**src/rtl/apb_master_gen_if.sv**
```systemverilog
// Bundles the APB master's command, response and APB signals.
// Signals:
//   cmd_valid/cmd_ready/cmd_write/cmd_sel/cmd_addr/cmd_wdata : command port
//   rsp_valid/rsp_rdata/rsp_err/rsp_timeout                  : completion port
//   PSEL/PENABLE/PADDR/PWRITE/PWDATA                         : APB request
//   PRDATA_bus/PREADY_bus/PSLVERR_bus                        : per-slave returns
// Modports: master (the bridge) and slave (command source plus APB slaves).
interface apb_master_gen_if #(
  parameter int unsigned ADDR_WIDTH = 8,
  parameter int unsigned DATA_WIDTH = 16,
  parameter int unsigned NUM_SLAVES = 4,
  parameter int unsigned SEL_WIDTH  = 2
);
  logic                             cmd_valid;
  logic                             cmd_ready;
  logic                             cmd_write;
  logic [SEL_WIDTH-1:0]             cmd_sel;
  logic [ADDR_WIDTH-1:0]            cmd_addr;
  logic [DATA_WIDTH-1:0]            cmd_wdata;

  logic                             rsp_valid;
  logic [DATA_WIDTH-1:0]            rsp_rdata;
  logic                             rsp_err;
  logic                             rsp_timeout;

  logic [NUM_SLAVES-1:0]            PSEL;
  logic                             PENABLE;
  logic [ADDR_WIDTH-1:0]            PADDR;
  logic                             PWRITE;
  logic [DATA_WIDTH-1:0]            PWDATA;

  logic [NUM_SLAVES*DATA_WIDTH-1:0] PRDATA_bus;
  logic [NUM_SLAVES-1:0]            PREADY_bus;
  logic [NUM_SLAVES-1:0]            PSLVERR_bus;

  modport master (
    input  cmd_valid, cmd_write, cmd_sel, cmd_addr, cmd_wdata,
    input  PRDATA_bus, PREADY_bus, PSLVERR_bus,
    output cmd_ready,
    output rsp_valid, rsp_rdata, rsp_err, rsp_timeout,
    output PSEL, PENABLE, PADDR, PWRITE, PWDATA
  );

  modport slave (
    output cmd_valid, cmd_write, cmd_sel, cmd_addr, cmd_wdata,
    output PRDATA_bus, PREADY_bus, PSLVERR_bus,
    input  cmd_ready,
    input  rsp_valid, rsp_rdata, rsp_err, rsp_timeout,
    input  PSEL, PENABLE, PADDR, PWRITE, PWDATA
  );
endinterface

```
**src/rtl/apb_master_gen.sv**
```systemverilog
// Parametrised APB bridge master: runs single read/write commands as
// SETUP/ACCESS transfers to one of NUM_SLAVES slaves, muxes the selected
// slave's PRDATA/PREADY/PSLVERR internally, and reports slave errors,
// ACCESS timeouts and out-of-range slave selects on the response port.
// Ports:
//   PCLK   : clock, rising edge
//   PRESET : asynchronous active-high reset
//   bus    : apb_master_gen_if.master (command, response and APB signals)
module apb_master_gen #(
  parameter int unsigned ADDR_WIDTH = 8,
  parameter int unsigned DATA_WIDTH = 16,
  parameter int unsigned NUM_SLAVES = 4,
  parameter int unsigned SEL_WIDTH  = 2,
  parameter int unsigned TIMEOUT    = 16
) (
  input  logic              PCLK,
  input  logic              PRESET,
  apb_master_gen_if.master  bus
);

  // Counter only needs to reach TIMEOUT; keep at least one bit when disabled.
  localparam int unsigned CNT_W = (TIMEOUT > 0) ? $clog2(TIMEOUT + 1) : 1;

  typedef enum logic [1:0] {
    S_IDLE,
    S_SETUP,
    S_ACCESS,
    S_RESP
  } state_e;

  state_e                 state_q,     state_d;
  logic [SEL_WIDTH-1:0]   sel_q,       sel_d;
  logic [ADDR_WIDTH-1:0]  paddr_q,     paddr_d;
  logic                   pwrite_q,    pwrite_d;
  logic [DATA_WIDTH-1:0]  pwdata_q,    pwdata_d;
  logic [NUM_SLAVES-1:0]  psel_q,      psel_d;
  logic                   penable_q,   penable_d;
  logic [CNT_W-1:0]       cnt_q,       cnt_d;
  logic                   cmd_ready_q, cmd_ready_d;
  logic                   rsp_valid_q, rsp_valid_d;
  logic [DATA_WIDTH-1:0]  rsp_rdata_q, rsp_rdata_d;
  logic                   rsp_err_q,   rsp_err_d;
  logic                   rsp_to_q,    rsp_to_d;

  logic                   sel_ready_c;
  logic                   sel_err_c;
  logic [DATA_WIDTH-1:0]  sel_rdata_c;
  logic [NUM_SLAVES-1:0]  cmd_onehot_c;
  logic                   cmd_in_range_c;
  logic [CNT_W-1:0]       cnt_inc_c;
  logic                   timeout_hit_c;

  // Return-path mux driven by the latched select; unselected slaves ignored.
  always_comb begin
    sel_ready_c = 1'b0;
    sel_err_c   = 1'b0;
    sel_rdata_c = '0;
    for (int unsigned i = 0; i < NUM_SLAVES; i++) begin
      if (sel_q == SEL_WIDTH'(i)) begin
        sel_ready_c = bus.PREADY_bus[i];
        sel_err_c   = bus.PSLVERR_bus[i];
        sel_rdata_c = bus.PRDATA_bus[i*DATA_WIDTH +: DATA_WIDTH];
      end
    end
  end

  // One-hot decode of the incoming select; all-zero when out of range.
  always_comb begin
    cmd_onehot_c = '0;
    for (int unsigned i = 0; i < NUM_SLAVES; i++) begin
      cmd_onehot_c[i] = (bus.cmd_sel == SEL_WIDTH'(i));
    end
  end

  assign cmd_in_range_c = (32'(bus.cmd_sel) < NUM_SLAVES);
  assign cnt_inc_c      = cnt_q + CNT_W'(1);
  assign timeout_hit_c  = (TIMEOUT != 0) && (cnt_inc_c == CNT_W'(TIMEOUT));

  // Next-state and registered-output logic.
  always_comb begin
    state_d     = state_q;
    sel_d       = sel_q;
    paddr_d     = paddr_q;
    pwrite_d    = pwrite_q;
    pwdata_d    = pwdata_q;
    psel_d      = psel_q;
    penable_d   = penable_q;
    cnt_d       = cnt_q;
    cmd_ready_d = 1'b0;
    rsp_valid_d = 1'b0;
    rsp_rdata_d = '0;
    rsp_err_d   = 1'b0;
    rsp_to_d    = 1'b0;

    unique case (state_q)
      S_IDLE: begin
        cmd_ready_d = 1'b1;
        if (bus.cmd_valid) begin
          cmd_ready_d = 1'b0;
          sel_d       = bus.cmd_sel;
          paddr_d     = bus.cmd_addr;
          pwrite_d    = bus.cmd_write;
          pwdata_d    = bus.cmd_wdata;
          if (cmd_in_range_c) begin
            state_d = S_SETUP;
            psel_d  = cmd_onehot_c;
          end else begin
            // Decode error: straight to the response, no bus activity.
            state_d     = S_RESP;
            rsp_valid_d = 1'b1;
            rsp_err_d   = 1'b1;
          end
        end
      end

      S_SETUP: begin
        state_d   = S_ACCESS;
        penable_d = 1'b1;
      end

      S_ACCESS: begin
        // PREADY is tested first so it wins over a coincident timeout.
        if (sel_ready_c) begin
          state_d     = S_RESP;
          psel_d      = '0;
          penable_d   = 1'b0;
          cnt_d       = '0;
          rsp_valid_d = 1'b1;
          rsp_err_d   = sel_err_c;
          rsp_rdata_d = (!pwrite_q && !sel_err_c) ? sel_rdata_c : '0;
        end else if (timeout_hit_c) begin
          state_d     = S_RESP;
          psel_d      = '0;
          penable_d   = 1'b0;
          cnt_d       = '0;
          rsp_valid_d = 1'b1;
          rsp_err_d   = 1'b1;
          rsp_to_d    = 1'b1;
        end else begin
          cnt_d = cnt_inc_c;
        end
      end

      S_RESP: begin
        state_d     = S_IDLE;
        cmd_ready_d = 1'b1;
        cnt_d       = '0;
      end

      default: begin
        state_d     = S_IDLE;
        psel_d      = '0;
        penable_d   = 1'b0;
        cnt_d       = '0;
        cmd_ready_d = 1'b1;
      end
    endcase
  end

  // State and output registers.
  always_ff @(posedge PCLK or posedge PRESET) begin
    if (PRESET) begin
      state_q     <= S_IDLE;
      sel_q       <= '0;
      paddr_q     <= '0;
      pwrite_q    <= 1'b0;
      pwdata_q    <= '0;
      psel_q      <= '0;
      penable_q   <= 1'b0;
      cnt_q       <= '0;
      cmd_ready_q <= 1'b1;
      rsp_valid_q <= 1'b0;
      rsp_rdata_q <= '0;
      rsp_err_q   <= 1'b0;
      rsp_to_q    <= 1'b0;
    end else begin
      state_q     <= state_d;
      sel_q       <= sel_d;
      paddr_q     <= paddr_d;
      pwrite_q    <= pwrite_d;
      pwdata_q    <= pwdata_d;
      psel_q      <= psel_d;
      penable_q   <= penable_d;
      cnt_q       <= cnt_d;
      cmd_ready_q <= cmd_ready_d;
      rsp_valid_q <= rsp_valid_d;
      rsp_rdata_q <= rsp_rdata_d;
      rsp_err_q   <= rsp_err_d;
      rsp_to_q    <= rsp_to_d;
    end
  end

  assign bus.cmd_ready   = cmd_ready_q;
  assign bus.rsp_valid   = rsp_valid_q;
  assign bus.rsp_rdata   = rsp_rdata_q;
  assign bus.rsp_err     = rsp_err_q;
  assign bus.rsp_timeout = rsp_to_q;
  assign bus.PSEL        = psel_q;
  assign bus.PENABLE     = penable_q;
  assign bus.PADDR       = paddr_q;
  assign bus.PWRITE      = pwrite_q;
  assign bus.PWDATA      = pwdata_q;

endmodule
```
**src/flat_wrapper.sv**
```systemverilog
// flat-port wrapper written by rule: the top's interface ports become plain ports
module apb_master_gen_flat 
#(
  parameter int unsigned ADDR_WIDTH = 8,
  parameter int unsigned DATA_WIDTH = 16,
  parameter int unsigned NUM_SLAVES = 4,
  parameter int unsigned SEL_WIDTH  = 2,
  parameter int unsigned TIMEOUT    = 16
)
  (PCLK, PRESET, bus_cmd_valid, bus_cmd_write, bus_cmd_sel, bus_cmd_addr, bus_cmd_wdata, bus_PRDATA_bus, bus_PREADY_bus, bus_PSLVERR_bus, bus_cmd_ready, bus_rsp_valid, bus_rsp_rdata, bus_rsp_err, bus_rsp_timeout, bus_PSEL, bus_PENABLE, bus_PADDR, bus_PWRITE, bus_PWDATA);
  apb_master_gen_if #(.ADDR_WIDTH(ADDR_WIDTH), .DATA_WIDTH(DATA_WIDTH), .NUM_SLAVES(NUM_SLAVES), .SEL_WIDTH(SEL_WIDTH)) bus_i ();
  input  logic PCLK;
  input  logic PRESET;
  input wire logic [$bits(bus_i.cmd_valid)-1:0] bus_cmd_valid;
  input wire logic [$bits(bus_i.cmd_write)-1:0] bus_cmd_write;
  input wire logic [$bits(bus_i.cmd_sel)-1:0] bus_cmd_sel;
  input wire logic [$bits(bus_i.cmd_addr)-1:0] bus_cmd_addr;
  input wire logic [$bits(bus_i.cmd_wdata)-1:0] bus_cmd_wdata;
  input wire logic [$bits(bus_i.PRDATA_bus)-1:0] bus_PRDATA_bus;
  input wire logic [$bits(bus_i.PREADY_bus)-1:0] bus_PREADY_bus;
  input wire logic [$bits(bus_i.PSLVERR_bus)-1:0] bus_PSLVERR_bus;
  output wire logic [$bits(bus_i.cmd_ready)-1:0] bus_cmd_ready;
  output wire logic [$bits(bus_i.rsp_valid)-1:0] bus_rsp_valid;
  output wire logic [$bits(bus_i.rsp_rdata)-1:0] bus_rsp_rdata;
  output wire logic [$bits(bus_i.rsp_err)-1:0] bus_rsp_err;
  output wire logic [$bits(bus_i.rsp_timeout)-1:0] bus_rsp_timeout;
  output wire logic [$bits(bus_i.PSEL)-1:0] bus_PSEL;
  output wire logic [$bits(bus_i.PENABLE)-1:0] bus_PENABLE;
  output wire logic [$bits(bus_i.PADDR)-1:0] bus_PADDR;
  output wire logic [$bits(bus_i.PWRITE)-1:0] bus_PWRITE;
  output wire logic [$bits(bus_i.PWDATA)-1:0] bus_PWDATA;
  assign bus_i.cmd_valid = bus_cmd_valid;
  assign bus_i.cmd_write = bus_cmd_write;
  assign bus_i.cmd_sel = bus_cmd_sel;
  assign bus_i.cmd_addr = bus_cmd_addr;
  assign bus_i.cmd_wdata = bus_cmd_wdata;
  assign bus_i.PRDATA_bus = bus_PRDATA_bus;
  assign bus_i.PREADY_bus = bus_PREADY_bus;
  assign bus_i.PSLVERR_bus = bus_PSLVERR_bus;
  assign bus_cmd_ready = bus_i.cmd_ready;
  assign bus_rsp_valid = bus_i.rsp_valid;
  assign bus_rsp_rdata = bus_i.rsp_rdata;
  assign bus_rsp_err = bus_i.rsp_err;
  assign bus_rsp_timeout = bus_i.rsp_timeout;
  assign bus_PSEL = bus_i.PSEL;
  assign bus_PENABLE = bus_i.PENABLE;
  assign bus_PADDR = bus_i.PADDR;
  assign bus_PWRITE = bus_i.PWRITE;
  assign bus_PWDATA = bus_i.PWDATA;
  apb_master_gen #(.ADDR_WIDTH(ADDR_WIDTH), .DATA_WIDTH(DATA_WIDTH), .NUM_SLAVES(NUM_SLAVES), .SEL_WIDTH(SEL_WIDTH), .TIMEOUT(TIMEOUT)) u_core (.PCLK(PCLK), .PRESET(PRESET), .bus(bus_i));
endmodule
```
**config.mk**
```make
export PLATFORM = sky130hd
export DESIGN_NAME = apb_master_gen_flat
export DESIGN_NICKNAME = d
export VERILOG_FILES = /design/src/rtl/apb_master_gen_if.sv /design/src/rtl/apb_master_gen.sv /design/src/flat_wrapper.sv
export SDC_FILE = /design/constraint.sdc
export NUM_CORES = 1
export LEC_CHECK = 0
export BUFFER_PORTS_ARGS = -buffer_cell sky130_fd_sc_hd__clkbuf_2
export CAP_MARGIN = 20
export CORE_ASPECT_RATIO = 0.9
export CORE_MARGIN = 2
export CORE_UTILIZATION = 34
export DETAILED_ROUTE_END_ITERATION = 8
export PLACE_DENSITY = 0.67
export SYNTH_ARGS = -nofsm -noshare
export SYNTH_HDL_FRONTEND = slang
export SYNTH_SLANG_ARGS = --single-unit
```
**constraint.sdc**
```tcl
create_clock -name PCLK -period 2.7 [get_ports PCLK]
set_input_delay 0.27 -clock PCLK [delete_from_list [all_inputs] [get_ports PCLK]]
set_output_delay 0.27 -clock PCLK [all_outputs]
set_load 0.01 [all_outputs]
```
==> results.cfg <==
[sta]
slew_violations = 0
max_freq_mhz = 463.6
hold_viol = 0
finalSetupViolCount = 0
skew_ns = 0.005145
worst_slew_pin_slew_ns = 0.7170
period_needed_ns = 2.157
finalCritPeriodShare_pct = 79.90
slew_headroom_pct = 51.94
fin_hold_ws_ns = 0.1536
rsz0062_at_grt = false
setup_tns_ns = 0

[drt]
wl_per_cell_um = 14.32
num_vias = 2303
ant_nets = 0
drt_wl_total_um = 6789
drt_iter0_drc = 74
drt-pass1-iter-count = 5
vias_per_cell = 4.859
drc = 0

[yosys]
async_flop_share_pct = 100.0
synth_flop_cell = dfrtp_1
syn_avg_cell_area_sq_um = 13.20
ys_warn_count = 0
syn-cell-area_sq_um = 2851
synth.largest_area_cell = dfrtp_1
synth_nets = 322
synth_edf_count = 0
synthTopCellsByArea = dfrtp_1, mux2_2, mux4_2
yosysSeqAreaShare_pct = 51.82
synth_top_area_share_pct = 50.90
synth-seq-cells = 59
syn_inst = 216
synth.distinct_cells = 37

[floorplanning]
die_h_um = 90.88
die_w_um = 100.5
io_pins = 152
coreArea_sq_um = 8107
rows = 31
start_util_pct = 35.18
die_area_sq_um = 9136

[critical_path]
cp-end-kind = flip-flop
required_ns = 2.97
cp.arrival_ns = 2.43
critPathMaxFanout = 18
max_stage_delay_ns = 0.58
slowest_stage = mux4_2
crit_path_start_kind = flip-flop
r2r_slack_ns = 0.54
crit_type = flip-flop to flip-flop
critPathBufInv = 1
crit_family = simple AND/OR/NAND/NOR gates
cp_cell_sequence = buf_4 -> mux4_2 -> nor3_2 -> and3_1

[power_and_ir_drop]
powerDensity_nw_per_um2 = 968.9
p_leak_nw = 2.044
peakVddDrop_mv = 0.4565

[clocking]
cts.clk_slew.worst_paths_ns = 0.07
cts_tree = done
clk_path_buf_depth = 2
cts.htree.levels = 3
clock_latency_ns = 0.34
cts_buffers = 9
cts.sinks = 59
cts_root_buffer = clkbuf_8

[hold_path]
min_path_type = primary input to flip-flop

[finish]
fill_cells = 756
n_antenna_cell = 0
fin_cells = 474
layout_commonest_cell = clkbuf_2
ff_latch_area_sq_um = 1478
multi_input_area_sq_um = 1280
drive_above_1_share_pct = 56.00
fin_util_pct = 48.19
area_growth_pct = 36.99
layout_common_cells = clkbuf_2, dfrtp_1, mux2_2
num-nets-final = 476

[place]
place_congestion = 0.7862
dp_hpwl_um = 5184
place_inst = 457
portBuffers = 151

[global_routing]
grt_pass1_wl_um = 11270
grt.total_usage_pct = 15.75
grt_max_degree = 60
antenna_found_initial = 0
grt_pass1_vias = 2427
globalRouteOverflowTotal = 0

[outcome]
status = finished, final reports clean

[run]
cap_violations = 0
-- synthesized netlist by cell type (all sizes together), types with 2 or more instances --
master / n
dfrtp: 58
mux2: 26
mux4: 18
and3: 16
nand2: 12
nor2: 10
clkbuf: 9
inv: 9
o21ai: 8
a21oi: 7
buf: 4
ha: 4
nand2b: 3
nand3: 3
a21o: 2
a22oi: 2
a32oi: 2
and2: 2
nor2b: 2
nor3: 2
o22ai: 2
o32ai: 2
or3: 2
-- power by group --
part           internal [mW]  leakage, nW  switching [mW]
combinational          0.848         1.20           0.810
clock                  0.406       0.0965           0.338
sequential              1.20        0.750           0.182
-- timing repair --
action | in CTS | in global routing
gates resized for setup | 0 | 0
hold buffers | 1 | 0
setup buffers | 0 | 0
endpoints found under the hold margin | 58 | 0
-- path summary, 6_finish.rpt --
check,start,to,cells past startpoint
worst max-delay path,u_core.sel_q[0]$_DFFE_PP0P_,u_core.bus.rsp_rdata[0]$_DFF_PP0_,4
worst min-delay path,bus_cmd_wdata[3],u_core.bus.PWDATA[3]$_DFFE_PP0P_,2
worst max register to register,u_core.sel_q[0]$_DFFE_PP0P_,u_core.bus.rsp_rdata[0]$_DFF_PP0_,4
worst min register to register,u_core.bus.PWDATA[5]$_DFFE_PP0P_,u_core.bus.PWDATA[5]$_DFFE_PP0P_,1
max in group asynchronous,PRESET,u_core.bus.cmd_ready$_DFF_PP1_,4
min in group asynchronous,PRESET,u_core.bus.PWDATA[15]$_DFFE_PP0P_,4
-- flip-flops by register name (all words and copies together), names as in the netlist --
register	flops
u_core.bus.rsp_err	1
u_core.bus.rsp_valid	1
u_core.sel_q	2
u_core.state_q	2
u_core.bus.PENABLE	1
u_core.cnt_q	5
u_core.bus.PADDR	8
u_core.bus.rsp_rdata	16
u_core.bus.PSEL	4
u_core.bus.cmd_ready	1
u_core.bus.PWDATA	16
u_core.bus.PWRITE	1
u_core.bus.rsp_timeout	1
-- metrics by stage --
| stage | total power [mW] | worst slack (ns) | cell area (sq um) |
|---|---|---|---|
| after floorplan | 2.547 | 0.8217 | 2851 |
| after global placement | 3.039 | 0.6219 | 3714 |
| after detailed placement | 3.082 | 0.5472 | 3714 |
| after CTS | 3.847 | 0.5303 | 3906 |
| after global routing | 4.065 | 0.3590 | 3906 |
| final | 3.785 | 0.5428 | 3906 |
-- layout make-up --
class / instances / share of cell area, %
Tap cell: 99 / 3.171
Sequential cell: 59 / 37.83
Clock inverter: 2 / 0.2562
Inverter: 9 / 0.8648
Timing Repair Buffer: 156 / 20.69
Multi-Input combinational cell: 135 / 32.77
Clock buffer: 14 / 4.420
-- metal layers --
layer | track usage (%) | vias to the layer above | share of wire (%)
li1 | - | 1113 | -
met1 | 18.68 | 1100 | 42
met2 | 25.89 | 78 | 50
met3 | 6.424 | 12 | 6.8
met4 | 5.137 | 0 | 1.6
met5 | 0 | - | 0
-- cells by family after synthesis --
kind of cell	after synthesis	share of synthesized area (%)
muxes	45	25.76
AOI/OAI and AO/OA	31	7.196
buffers and inverters	22	3.291
DFF	59	51.82
adders and majority gates	4	1.755
and+or+nand+nor	55	10.18
Note: power is estimated with default switching activity, not from simulation.
